File: src/rtl/uart_pkg.sv
// Shared UART definitions: state encodings, bit levels and baud arithmetic.
package uart_pkg;

    localparam logic UART_START_BIT = 1'b0;
    localparam logic UART_STOP_BIT  = 1'b1;

    typedef enum logic [1:0] {
        RX_IDLE,
        RX_START,
        RX_DATA,
        RX_STOP
    } uart_rx_state_t;

    typedef enum logic [1:0] {
        TX_IDLE,
        TX_START,
        TX_DATA,
        TX_STOP
    } uart_tx_state_t;

    // Clock cycles per bit, integer division
    function automatic int unsigned bitcyc(input int unsigned fclk, input int unsigned fbaud);
        return fclk / fbaud;
    endfunction

endpackage

File: src/rtl/uart_baud_cnt.sv
// Bit-width down-counter: reloads to BITCYC-1 on load, otherwise counts down and holds at 0.
module uart_baud_cnt
    import uart_pkg::*;
#(
    parameter int unsigned FCLK  = 50000000,
    parameter int unsigned FBAUD = 115200
) (
    input  logic clk50m,
    input  logic rst_n,
    input  logic load,
    output logic zero,
    output logic half
);

    localparam int unsigned BITCYC = bitcyc(FCLK, FBAUD);
    localparam int unsigned CW     = $clog2(BITCYC);

    logic [CW-1:0] cnt;

    always_ff @(posedge clk50m or negedge rst_n) begin
        if (!rst_n) begin
            cnt <= '0;
        end else if (load) begin
            cnt <= CW'(BITCYC - 1);
        end else if (cnt != '0) begin
            cnt <= cnt - CW'(1);
        end
    end

    assign zero = (cnt == '0);
    assign half = (cnt == CW'(BITCYC / 2));

endmodule

File: src/rtl/uart_tx.sv
// UART transmitter: start bit, WIDTH data bits LSB first, stop bit; no parity.
module uart_tx
    import uart_pkg::*;
#(
    parameter int unsigned WIDTH = 8,
    parameter int unsigned FCLK  = 50000000,
    parameter int unsigned FBAUD = 115200
) (
    input  logic             clk50m,
    input  logic             rst_n,
    input  logic [WIDTH-1:0] tx_data,
    input  logic             tx_start,
    output logic             tx,
    output logic             tx_busy,
    output logic             tx_idle,
    output logic             tx_done
);

    localparam int unsigned BCW = $clog2(WIDTH);

    uart_tx_state_t   state;
    logic [WIDTH-1:0] shreg;
    logic [BCW-1:0]   bit_cnt;
    logic             baud_load_c;
    logic             baud_zero;
    logic             baud_half_unused;

    // Reload the bit timer on acceptance and at every start/data bit boundary
    always_comb begin
        baud_load_c = 1'b0;
        case (state)
            TX_IDLE:           baud_load_c = tx_start;
            TX_START, TX_DATA: baud_load_c = baud_zero;
            default:           baud_load_c = 1'b0;
        endcase
    end

    uart_baud_cnt #(
        .FCLK  (FCLK),
        .FBAUD (FBAUD)
    ) u_baud (
        .clk50m (clk50m),
        .rst_n  (rst_n),
        .load   (baud_load_c),
        .zero   (baud_zero),
        .half   (baud_half_unused)
    );

    // Line level is computed one edge ahead so tx always comes straight from a flop
    always_ff @(posedge clk50m or negedge rst_n) begin
        if (!rst_n) begin
            state   <= TX_IDLE;
            shreg   <= '0;
            bit_cnt <= '0;
            tx      <= UART_STOP_BIT;
            tx_busy <= 1'b0;
            tx_idle <= 1'b1;
            tx_done <= 1'b0;
        end else begin
            tx_done <= 1'b0;
            case (state)
                TX_IDLE: begin
                    if (tx_start) begin
                        shreg   <= tx_data;
                        bit_cnt <= '0;
                        tx      <= UART_START_BIT;
                        tx_busy <= 1'b1;
                        tx_idle <= 1'b0;
                        state   <= TX_START;
                    end
                end
                TX_START: begin
                    if (baud_zero) begin
                        tx    <= shreg[0];
                        state <= TX_DATA;
                    end
                end
                TX_DATA: begin
                    if (baud_zero) begin
                        if (bit_cnt == BCW'(WIDTH - 1)) begin
                            tx    <= UART_STOP_BIT;
                            state <= TX_STOP;
                        end else begin
                            shreg   <= shreg >> 1;
                            tx      <= shreg[1];
                            bit_cnt <= bit_cnt + BCW'(1);
                        end
                    end
                end
                TX_STOP: begin
                    if (baud_zero) begin
                        tx      <= UART_STOP_BIT;
                        tx_busy <= 1'b0;
                        tx_idle <= 1'b1;
                        tx_done <= 1'b1;
                        state   <= TX_IDLE;
                    end
                end
                default: begin
                    tx      <= UART_STOP_BIT;
                    tx_busy <= 1'b0;
                    tx_idle <= 1'b1;
                    state   <= TX_IDLE;
                end
            endcase
        end
    end

endmodule

File: config.mk
export PLATFORM = sky130hd
export DESIGN_NAME = uart_tx
export DESIGN_NICKNAME = d
export VERILOG_FILES = /design/src/rtl/uart_pkg.sv /design/src/rtl/uart_baud_cnt.sv /design/src/rtl/uart_tx.sv
export SDC_FILE = /design/constraint.sdc
export NUM_CORES = 1
export LEC_CHECK = 0
export BUFFER_PORTS_ARGS = -buffer_cell sky130_fd_sc_hd__buf_2
export CORE_MARGIN = 4
export CORE_UTILIZATION = 51
export DETAILED_ROUTE_END_ITERATION = 6
export PLACE_DENSITY = 0.74
export SLEW_MARGIN = 10
export SYNTH_ARGS = -nofsm -noshare
export SYNTH_HDL_FRONTEND = slang
export SYNTH_SLANG_ARGS = --single-unit
File: constraint.sdc
create_clock -name clk50m -period 2.1 [get_ports clk50m]
set_clock_uncertainty 0.1 [all_clocks]
set_input_delay 0.105 -clock clk50m [delete_from_list [all_inputs] [get_ports clk50m]]
set_output_delay 0.105 -clock clk50m [all_outputs]
set_load 0.005 [all_outputs]
==> results of run 1 <==
-- state kept, by name, indices dropped and copies added (netlist names) --
| signal | cells |
|---|---|
| tx_idle | 1 |
| u_baud.cnt | 9 |
| state | 2 |
| tx_busy | 1 |
| tx_done | 1 |
| bit_cnt | 3 |
| shreg | 8 |
| tx | 1 |
-- critical path, delay by kind of cell (launching register included) --
family	cells	cell delay (ns)
and+or+nand+nor	2	0.52
DFF	1	0.41
AOI/OAI and AO/OA	2	0.41
buffers and inverters	2	0.22
adders and majority gates	1	0.20
-- power by group --
group / internal [mW] / switching, mW / total, mW
Combinational: 0.0200 / 0.0161 / 0.0361
Sequential: 0.501 / 0 / 0.501
Clock: 0.0672 / 0.140 / 0.207
-- timing repair --
item | CTS | global route
pin swaps | 0 | 1
setup buffers | 0 | 1
gates resized for setup | 1 | 2
hold buffers | 9 | 0
hold endpoints to repair | 32 | 0
endpoints found under the setup margin | 1 | 5
-- metal layers --
metal / track usage / wire [um] / vias up
met5: 0 / 0 / -
met4: 0.0744 / 43 / 0
li1: - / - / 514
met1: 0.213 / 1180 / 485
met3: 0.0327 / 81 / 4
met2: 0.289 / 1270 / 18
-- through the flow --
step                utilization  cell area, um2
floorplan                     -            1350
global placement          0.596            1490
detailed placement        0.596            1490
CTS                       0.643            1610
global route              0.649            1620
finish                    0.649            1620
-- worst max path at each step --
| stage | startpoint | to |
|---|---|---|
| floorplan | u_baud.cnt[0]$_DFFE_PN0P_ | state[1]$_DFFE_PN0P_ |
| global placement | u_baud.cnt[0]$_DFFE_PN0P_ | state[1]$_DFFE_PN0P_ |
| detailed placement | u_baud.cnt[0]$_DFFE_PN0P_ | state[1]$_DFFE_PN0P_ |
| CTS | u_baud.cnt[0]$_DFFE_PN0P_ | state[1]$_DFFE_PN0P_ |
| global route | u_baud.cnt[1]$_DFFE_PN0P_ | u_baud.cnt[7]$_DFFE_PN0P_ |
| finish | u_baud.cnt[1]$_DFFE_PN0P_ | u_baud.cnt[7]$_DFFE_PN0P_ |
-- layout by cell type, fill, tap and decap left out, types with 4 or more instances in the layout --
master                          instances
sky130_fd_sc_hd__a21oi_1                7
sky130_fd_sc_hd__buf_2                 14
sky130_fd_sc_hd__buf_4                  7
sky130_fd_sc_hd__dfrtp_1               24
sky130_fd_sc_hd__dlygate4sd3_1          9
sky130_fd_sc_hd__ha_1                   8
sky130_fd_sc_hd__inv_1                  5
sky130_fd_sc_hd__mux2i_1                7
sky130_fd_sc_hd__nand2_1               16
sky130_fd_sc_hd__nor2_1                 8
sky130_fd_sc_hd__o21ai_0                9
sky130_fd_sc_hd__xnor2_1                4
-- area by class of cell --
cell class                      instances  area (um2)
Clock buffer                            3        22.5
Fill cell                             202         877
Inverter                                5        18.8
Multi-Input combinational cell         95         678
Sequential cell                        26         653
Tap cell                               30        37.5
Timing Repair Buffer                   30         213
-- cells by family after synthesis --
| kind of cell | after synthesis | synth area share |
|---|---|---|
| buf+inv | 8 | 0.0232 |
| simple gates | 42 | 0.167 |
| mux | 10 | 0.0769 |
| compound gates | 30 | 0.143 |
| xor+xnor | 5 | 0.0324 |
| fa+ha+maj | 8 | 0.0741 |
| flops | 26 | 0.484 |
==> impl_metrics.toml, run 1 <==
[global_route]
antenna_found_initial = 0
grt_use_total = 0.172
grt_pass1_wl_um = 4530
first_global_vias = 1014
grt_max_degree = 27
globalRouteOverflowTotal = 0

[min_path]
hold_path_class = "in2reg"
hold-path-cell-count = 3
worstHoldEndpoint = "tx_busy$_DFFE_PN0P_"
holdCritStartpoint = "tx_start"

[floorplanning]
rows = 18
core_um2 = 2500
die_h_um = 59.5
floorplan_die_area_um2 = 3530
die_x_um = 59.5
floorplan.initialDensity = 0.540
ios = 15

[setup_path]
regToRegEndpoint = "u_baud.cnt[7]$_DFFE_PN0P_"
setup.reg_to_reg.worst_slack_ns = 0.13
rr_worst_depth = 7
slowest_delay_ns = 0.41
timing.rr.start = "u_baud.cnt[1]$_DFFE_PN0P_"
crit_path_cell_trace = "inv_1 > ha_1 > nor4b_2 > buf_4 > a211o_1 > o21ai_1 > or3b_1"
endpoint_kind = "flip-flop"
timing.critical_path.required_ns = 2.21
crit_fanout = 11
worstPathArrival_ns = 2.08
worst_path_max_delay_cell = "sky130_fd_sc_hd__dfrtp_1"
worstSetupPathType = "reg2reg"
timing.critical_path.from_type = "flip-flop"

[synth]
postSynth.asyncResetShare = 1.00
synth_nets = 148
seq_area_frac_synth = 0.484
synthTopCellsByArea = "sky130_fd_sc_hd__dfrtp_1 44%, sky130_fd_sc_hd__ha_1 7.4%, sky130_fd_sc_hd__mux2i_1 5.2%"
number_of_enable_type_register_cells_in_the_synthesized_netlist = 0
synthesis.yosys.warnings = 0
commonest_cells_in_the_netlist = "24 x sky130_fd_sc_hd__dfrtp_1, 16 x sky130_fd_sc_hd__nand2_1, 9 x sky130_fd_sc_hd__o21ai_0"
netlist_area_before_placement_um2 = 1350
netlist.top_cell.by_area = "sky130_fd_sc_hd__dfrtp_1"
netlist.area_leader.share = 0.445
avgSynthCellArea_um2 = 10.5
postSynthCellCount = 129
yosysUniqueCellTypes = 40
synthMostInstantiatedCell = "sky130_fd_sc_hd__dfrtp_1"
dominantRegCellSynth = "sky130_fd_sc_hd__dfrtp_1"
synth_seq_cells = 26

[routing]
routed_wirelength_um = 2570
antenna_left = 0
drc = 0
detail_route.wl_per_cell_um = 13.6
drt_first_pass_iters = 4
initialDrtViolationCount = 15
routed_via_density = 5.40
num_vias = 1021

[flow_run]
max_cap_violations = 0

[place]
place.detailed.hpwl_um = 1790
gp_routability_congestion = 0.881
dpl_worst_slack_ns = 0.00302
dp_cells = 176
numPortBuffers = 14

[sta]
fmaxAchievable_mhz = 508
layout_min_cycle_time_ns = 1.97
totalNegativeSetupSlack_ns = 0
grt_setup_unrepaired = "no"
whs_ns = 0.0131
timing_hold_violations_final = 0
timing.max_slew.rel_slack = 0.621
layout_worst_path_cycle_share = 0.938
tightest_slew_ns = 0.569
slew_viol_final = 0
worst_slack_ns = 0.131
finalSetupViolCount = 0

[finish]
count_of_placed_standard_cells_in_the_final_layout_fillers_left_out = 189
antenna_cells_inserted = 0
area_growth_synth_to_finish_pct = 20.2
post_route_cells_drive_above_1_share = 0.220
layout.nets = 180

[clocking]
htree_levels = 1
insertion_delay_ns = 0.31
tritoncts_buffers = 3
clockRootBuffer = "sky130_fd_sc_hd__clkbuf_4"
clock_tree_from_tritoncts = "yes"
cts_buffer_depth = 2
clock_sinks = 26
clkSlewWorstSetupHoldPaths_ns = 0.13

[power_and_ir_drop]
power_density_over_cell_area_nw_per_um2 = 459
finalPower_mw = 0.744
largest_vdd_supply_drop_uv = 486
p_leak_nw = 0.787

[status]
status = "completed"
(Power assumes the default switching activity.)
==> run 2, diff against run 1 <==
--- a/config.mk
+++ b/config.mk
@@ -6,10 +6,14 @@
 export NUM_CORES = 1
 export LEC_CHECK = 0
 export BUFFER_PORTS_ARGS = -buffer_cell sky130_fd_sc_hd__buf_2
+export CAP_MARGIN = 20
+export CELL_PAD_IN_SITES_DETAIL_PLACEMENT = 0
+export CELL_PAD_IN_SITES_GLOBAL_PLACEMENT = 2
 export CORE_MARGIN = 4
-export CORE_UTILIZATION = 51
+export CORE_UTILIZATION = 33
+export CTS_CLUSTER_DIAMETER = 150
 export DETAILED_ROUTE_END_ITERATION = 6
-export PLACE_DENSITY = 0.74
+export PLACE_DENSITY_LB_ADDON = 0.1
 export SLEW_MARGIN = 10
 export SYNTH_ARGS = -nofsm -noshare
 export SYNTH_HDL_FRONTEND = slang
==> run 2 against run 1 <==
Compared with the run above:
- sequential power about the same
- worst setup slack got worse by 0.032 ns
- hold slack worse by 0.012 ns
- first-iteration DRC count rose by 100%
- power is 15% higher
- final cell count rose by 7.4%
- die area is 47% higher
- wire length is 1.9% higher
- design area grew 0.39%
- non-clock buffer count fell by 5
- critical path type unchanged
- critical endpoint unchanged
- largest power group unchanged
==> impl_metrics.toml, run 2 (synthesis gave the netlist of run 1 again) <==
[setup_path]
timing.critical_path.required_ns = 2.16
crit_fanout = 3
worst_path_max_delay_cell = "sky130_fd_sc_hd__or4_1"
setup.reg_to_reg.worst_slack_ns = 0.1
timing.rr.start = "u_baud.cnt[1]$_DFFE_PN0P_"
crit_path_cell_trace = "buf_4 > or4_1 > a211o_1 > o21ai_1 > or3b_1"
endpoint_kind = "flip-flop"
regToRegEndpoint = "u_baud.cnt[7]$_DFFE_PN0P_"
worstPathArrival_ns = 2.06
slowest_delay_ns = 0.52
timing.critical_path.from_type = "flip-flop"
worstSetupPathType = "reg2reg"
rr_worst_depth = 5

[clocking]
clock_tree_from_tritoncts = "yes"
cts_buffer_depth = 2
clock_sinks = 26
htree_levels = 1
insertion_delay_ns = 0.27
tritoncts_buffers = 3
clockRootBuffer = "sky130_fd_sc_hd__clkbuf_8"
clkSlewWorstSetupHoldPaths_ns = 0.09
post_cts_buffers = 0

[sta]
timing.max_slew.rel_slack = 0.602
timing_hold_violations_final = 0
grt_setup_unrepaired = "no"
layout_min_cycle_time_ns = 2.00
tightest_slew_ns = 0.598
slew_viol_final = 0
worst_slack_ns = 0.0990
finalSetupViolCount = 0
whs_ns = 0.00148
fmaxAchievable_mhz = 500
layout_worst_path_cycle_share = 0.953

[finish]
antenna_cells_inserted = 0
layout.nets = 175
final-seq-area_um2 = 653
utilization = 0.429
post_route_cells_drive_above_1_share = 0.245
mostFrequentLayoutCell = "sky130_fd_sc_hd__dfrtp_1"
most_used_cells_in_the_layout_excluding_fill_and_tap_cells = "24 x sky130_fd_sc_hd__dfrtp_1, 16 x sky130_fd_sc_hd__nand2_1, 14 x sky130_fd_sc_hd__buf_2, 9 x sky130_fd_sc_hd__o21ai_0, 9 x sky130_fd_sc_hd__buf_4"
multi_input_gate_area_in_the_final_layout_um2 = 684
largest_register = "u_baud.cnt"
top_regs = "u_baud.cnt: 9 flops, shreg: 8 flops, bit_cnt: 3 flops"
fillCellCount = 392
area_growth_synth_to_finish_pct = 20.7
largest_reg_flops = 9
count_of_placed_standard_cells_in_the_final_layout_fillers_left_out = 203

[routing]
antenna_left = 0
detail_route.wl_per_cell_um = 12.9
initialDrtViolationCount = 30
routed_via_density = 5.00
num_vias = 1015
drt_first_pass_iters = 4
drc = 0
routed_wirelength_um = 2620

[flow_run]
max_cap_violations = 0

[global_route]
grt_pass1_wl_um = 4570
antenna_found_initial = 0
grt_use_total = 0.110
grt_max_degree = 27
globalRouteOverflowTotal = 0
first_global_vias = 1049

[min_path]
worstHoldEndpoint = "shreg[4]$_DFFE_PN0P_"
hold_path_class = "in2reg"
holdCritStartpoint = "tx_data[4]"
hold-path-cell-count = 3

[power_and_ir_drop]
finalPower_mw = 0.858
p_leak_nw = 0.777
power_density_over_cell_area_nw_per_um2 = 527
largest_vdd_supply_drop_uv = 183

[place]
dp_cells = 197
place.detailed.hpwl_um = 1970
numPortBuffers = 14
gp_routability_congestion = 0.697
dpl_worst_slack_ns = -0.000852

[floorplanning]
die_x_um = 72.0
core_um2 = 3800
rows = 22
floorplan_die_area_um2 = 5180
ios = 15
die_h_um = 72.0
floorplan.initialDensity = 0.355

[status]
status = "completed"
[run 2: how the worst max path moves through the flow]
stage               depth (start not counted)                 startpoint                        end
global placement                            5  u_baud.cnt[1]$_DFFE_PN0P_  u_baud.cnt[7]$_DFFE_PN0P_
global route                                5  u_baud.cnt[1]$_DFFE_PN0P_  u_baud.cnt[7]$_DFFE_PN0P_
finish                                      5  u_baud.cnt[1]$_DFFE_PN0P_  u_baud.cnt[7]$_DFFE_PN0P_
floorplan                                   7  u_baud.cnt[0]$_DFFE_PN0P_       state[1]$_DFFE_PN0P_
detailed placement                          7  u_baud.cnt[0]$_DFFE_PN0P_       state[1]$_DFFE_PN0P_
CTS                                         5  u_baud.cnt[1]$_DFFE_PN0P_  u_baud.cnt[7]$_DFFE_PN0P_
[run 2: worst max-delay path: cells and delay by family, from the launching register on]
kind            cells  cell delay [ns]
buf+inv             1             0.14
simple gates        2             0.86
compound gates      2             0.39
flops               1             0.39
[run 2: layer usage]
metal / vias up / wire, um / global-route usage
met3: 2 / 67 / 0.0208
met2: 10 / 1180 / 0.176
li1: 508 / - / -
met1: 495 / 1360 / 0.151
met4: 0 / 16 / 0.0376
met5: - / 0 / 0
[run 2: timing repair]
| item | 4_1_cts | 5_1_grt |
|---|---|---|
| endpoints found under the setup margin | 1 | 5 |
| endpoints found under the hold margin | 25 | 0 |
| resized for setup | 1 | 2 |
| hold buffers | 2 | 0 |
| pin swaps | 0 | 1 |
[run 2: power by group]
| group | internal [mW] | switching [mW] |
|---|---|---|
| registers | 0.500 | 0 |
| clock network | 0.168 | 0.164 |
| logic | 0.0116 | 0.0145 |
[run 2: final cells by class]
type | count | area share
well taps | 48 | 0.0369
flip-flops and latches | 26 | 0.401
repair buffers | 25 | 0.0968
multi-input cells | 95 | 0.420
inverters | 5 | 0.0115
clock buffers | 4 | 0.0338
[run 2: stage by stage]
stage	TNS, ns	instance area [um2]
2_1_floorplan	0	1350
3_3_place_gp	0	1540
3_5_place_dp	-0.000852	1540
4_1_cts	0	1620
5_1_grt	0	1630
6_report	0	1630
==> run 3, diff against run 2 <==
--- a/config.mk
+++ b/config.mk
@@ -9,12 +9,14 @@
 export CAP_MARGIN = 20
 export CELL_PAD_IN_SITES_DETAIL_PLACEMENT = 0
 export CELL_PAD_IN_SITES_GLOBAL_PLACEMENT = 2
+export CORE_ASPECT_RATIO = 1.4
 export CORE_MARGIN = 4
-export CORE_UTILIZATION = 33
+export CORE_UTILIZATION = 35
 export CTS_CLUSTER_DIAMETER = 150
 export DETAILED_ROUTE_END_ITERATION = 6
 export PLACE_DENSITY_LB_ADDON = 0.1
 export SLEW_MARGIN = 10
 export SYNTH_ARGS = -nofsm -noshare
 export SYNTH_HDL_FRONTEND = slang
+export SYNTH_HIERARCHICAL = 1
 export SYNTH_SLANG_ARGS = --single-unit
==> run 3 against run 2 <==
Compared with the run above:
- the run now ends with negative setup slack left
- hold slack gained 0.063 ns
- via count increased by 11%
- critical path depth rose by 4
- design area is 26% higher
- critical endpoint is now shreg[4]$_DFFE_PN0P_
- largest cell class unchanged
==> impl_metrics.toml, run 3 <==
[status]
status = "finished with violations"
violations = "negative setup slack"

[sta]
worst_slack_ns = -0.135
timing.max_slew.rel_slack = 0.619
grt_setup_unrepaired = "yes"
tightest_slew_ns = 0.571
timing_hold_violations_final = 0
layout_worst_path_cycle_share = 1.06
finalSetupViolCount = 13
layout_min_cycle_time_ns = 2.24
fmaxAchievable_mhz = 447
slew_viol_final = 0

[power_and_ir_drop]
p_leak_nw = 0.975
sequentialPowerShare = 0.528
pwr-share-clk = 0.439
largest_vdd_supply_drop_uv = 268
finalPower_mw = 0.948
p_int_mw = 0.773
power_density_over_cell_area_nw_per_um2 = 462
sw_frac_of_total = 0.185
switching_power_mw = 0.175
combinationalPowerShare = 0.033

[routing]
drt_first_pass_iters = 4
drc = 0
antenna_left = 0
routed_wirelength_um = 3090
initialDrtViolationCount = 72
routed_via_density = 4.80
num_vias = 1128
detail_route.wl_per_cell_um = 13.2

[finish]
utilization = 0.484
fin_area_um2 = 2050
top_regs = "u_baud/cnt: 9 flops, shreg: 8 flops, bit_cnt: 3 flops"
largest_register = "u_baud/cnt"
area_growth_synth_to_finish_pct = 33.0
most_used_cells_in_the_layout_excluding_fill_and_tap_cells = "24 x sky130_fd_sc_hd__dfrtp_1, 17 x sky130_fd_sc_hd__mux2_4, 16 x sky130_fd_sc_hd__buf_4, 14 x sky130_fd_sc_hd__buf_2, 9 x sky130_fd_sc_hd__nor2_1"
mostFrequentLayoutCell = "sky130_fd_sc_hd__dfrtp_1"
largest_reg_flops = 9
final-seq-area_um2 = 653
antenna_cells_inserted = 0
layout.nets = 195
post_route_cells_drive_above_1_share = 0.503
fillCellCount = 406
multi_input_gate_area_in_the_final_layout_um2 = 900

[global_route]
antenna_found_initial = 0
globalRouteOverflowTotal = 0
first_global_vias = 1147
grt_max_degree = 27
grt_pass1_wl_um = 5200
grt_use_total = 0.118

[synth]
synth_nets = 155
avgSynthCellArea_um2 = 11.3
netlist_area_before_placement_um2 = 1540
postSynthCellCount = 136
synthesis.yosys.warnings = 6

[setup_path]
endpoint_kind = "flip-flop"
worstSetupPathType = "reg2reg"
worstPathArrival_ns = 2.30
timing.critical_path.from_type = "flip-flop"
worst_path_max_delay_cell = "sky130_fd_sc_hd__or4_4"
cell_mode_on_critical_path = "sky130_fd_sc_hd__inv_2"
setup.reg_to_reg.worst_slack_ns = -0.14
timing.critical_path.required_ns = 2.17
crit_fanout = 10
slowest_delay_ns = 0.42
crit_path_cell_trace = "inv_2 > ha_4 > inv_2 > or4_4 > nor4_4 > nand2b_1 > a21oi_2 > buf_12 > mux2_4"

[clocking]
insertion_delay_ns = 0.27
tritoncts_buffers = 3
clkSlewWorstSetupHoldPaths_ns = 0.09
clockRootBuffer = "sky130_fd_sc_hd__clkbuf_8"
cts_buffer_depth = 2
clock_tree_from_tritoncts = "yes"
htree_levels = 1
clock_sinks = 26

[floorplanning]
core_um2 = 4240
die_x_um = 64.1
die_h_um = 86.6
floorplan.initialDensity = 0.364
rows = 28
floorplan_die_area_um2 = 5550
ios = 15

[flow_run]
max_cap_violations = 0

[min_path]
hold_path_class = "in2reg"

[place]
gp_routability_congestion = 0.778
post_dp_cell_area_um2 = 1810
dpl_worst_slack_ns = -0.223
numPortBuffers = 14
place.detailed.hpwl_um = 2370
==> run 3: final timing paths <==
check / start / end / depth (start not counted)
min in group asynchronous: rst_n / u_baud/cnt[2]$_DFFE_PN0P_ / 2
hold reg to reg: shreg[5]$_DFFE_PN0P_ / shreg[5]$_DFFE_PN0P_ / 1
setup / recovery: u_baud/cnt[0]$_DFFE_PN0P_ / shreg[4]$_DFFE_PN0P_ / 9
max in group asynchronous: rst_n / tx_idle$_DFFE_PN1P_ / 2
setup reg to reg: u_baud/cnt[0]$_DFFE_PN0P_ / shreg[4]$_DFFE_PN0P_ / 9
hold / removal: tx_start / tx_busy$_DFFE_PN0P_ / 3
==> run 3: through the flow <==
step / hold WS (ns) / setup TNS [ns] / std cells
after global placement: 0.0351 / -1.98 / 224
after floorplan: -0.291 / -2.25 / 136
after global routing: 0.0670 / -3.70 / 235
final: 0.0646 / -1.40 / 235
after CTS: 0.0675 / -1.78 / 232
after detailed placement: 0.0483 / -2.66 / 224
==> run 3: final cells by class <==
class / instances / share of cell area
multi-input cells: 94 / 0.438
flip-flops and latches: 26 / 0.318
well taps: 60 / 0.0366
inverters: 11 / 0.0213
repair buffers: 40 / 0.151
clock inverters: 1 / 0.0146
clock buffers: 3 / 0.0201
==> run 3: routing by layer <==
| layer | vias to the layer above | share of wire | GRT usage |
|---|---|---|---|
| li1 | 558 | - | - |
| met3 | 5 | 0.015 | 0.0156 |
| met2 | 9 | 0.57 | 0.231 |
| met1 | 556 | 0.40 | 0.129 |
| met4 | 0 | 0.018 | 0.0346 |
| met5 | - | 0 | 0 |
==> run 3: power groups by stage <==
stage / Clock (mW) / Combinational [mW] / Sequential (mW)
2_1_floorplan: 0 / 0.00969 / 0.510
3_3_place_gp: 0 / 0.0295 / 0.510
3_5_place_dp: 0 / 0.0304 / 0.510
4_1_cts: 0.426 / 0.0333 / 0.500
5_1_grt: 0.451 / 0.0365 / 0.501
6_report: 0.416 / 0.0317 / 0.500
==> run 3: timing repair <==
item / 4_1_cts / 5_1_grt
buffers inserted: 2 / 3
pin swaps: 4 / 3
hold buffers: 2 / 0
setup endpoints to repair: 18 / 22
endpoints found under the hold margin: 25 / 0
gates resized for setup: 17 / 14
==> run 3: worst max-delay path: cells and delay by family, from the launching register on <==
kind                       cells  cell delay [ns]
and+or+nand+nor                3             0.72
DFF                            1             0.39
muxes                          1             0.30
buffers and inverters          3             0.28
AOI/OAI and AO/OA              1             0.20
adders and majority gates      1             0.14
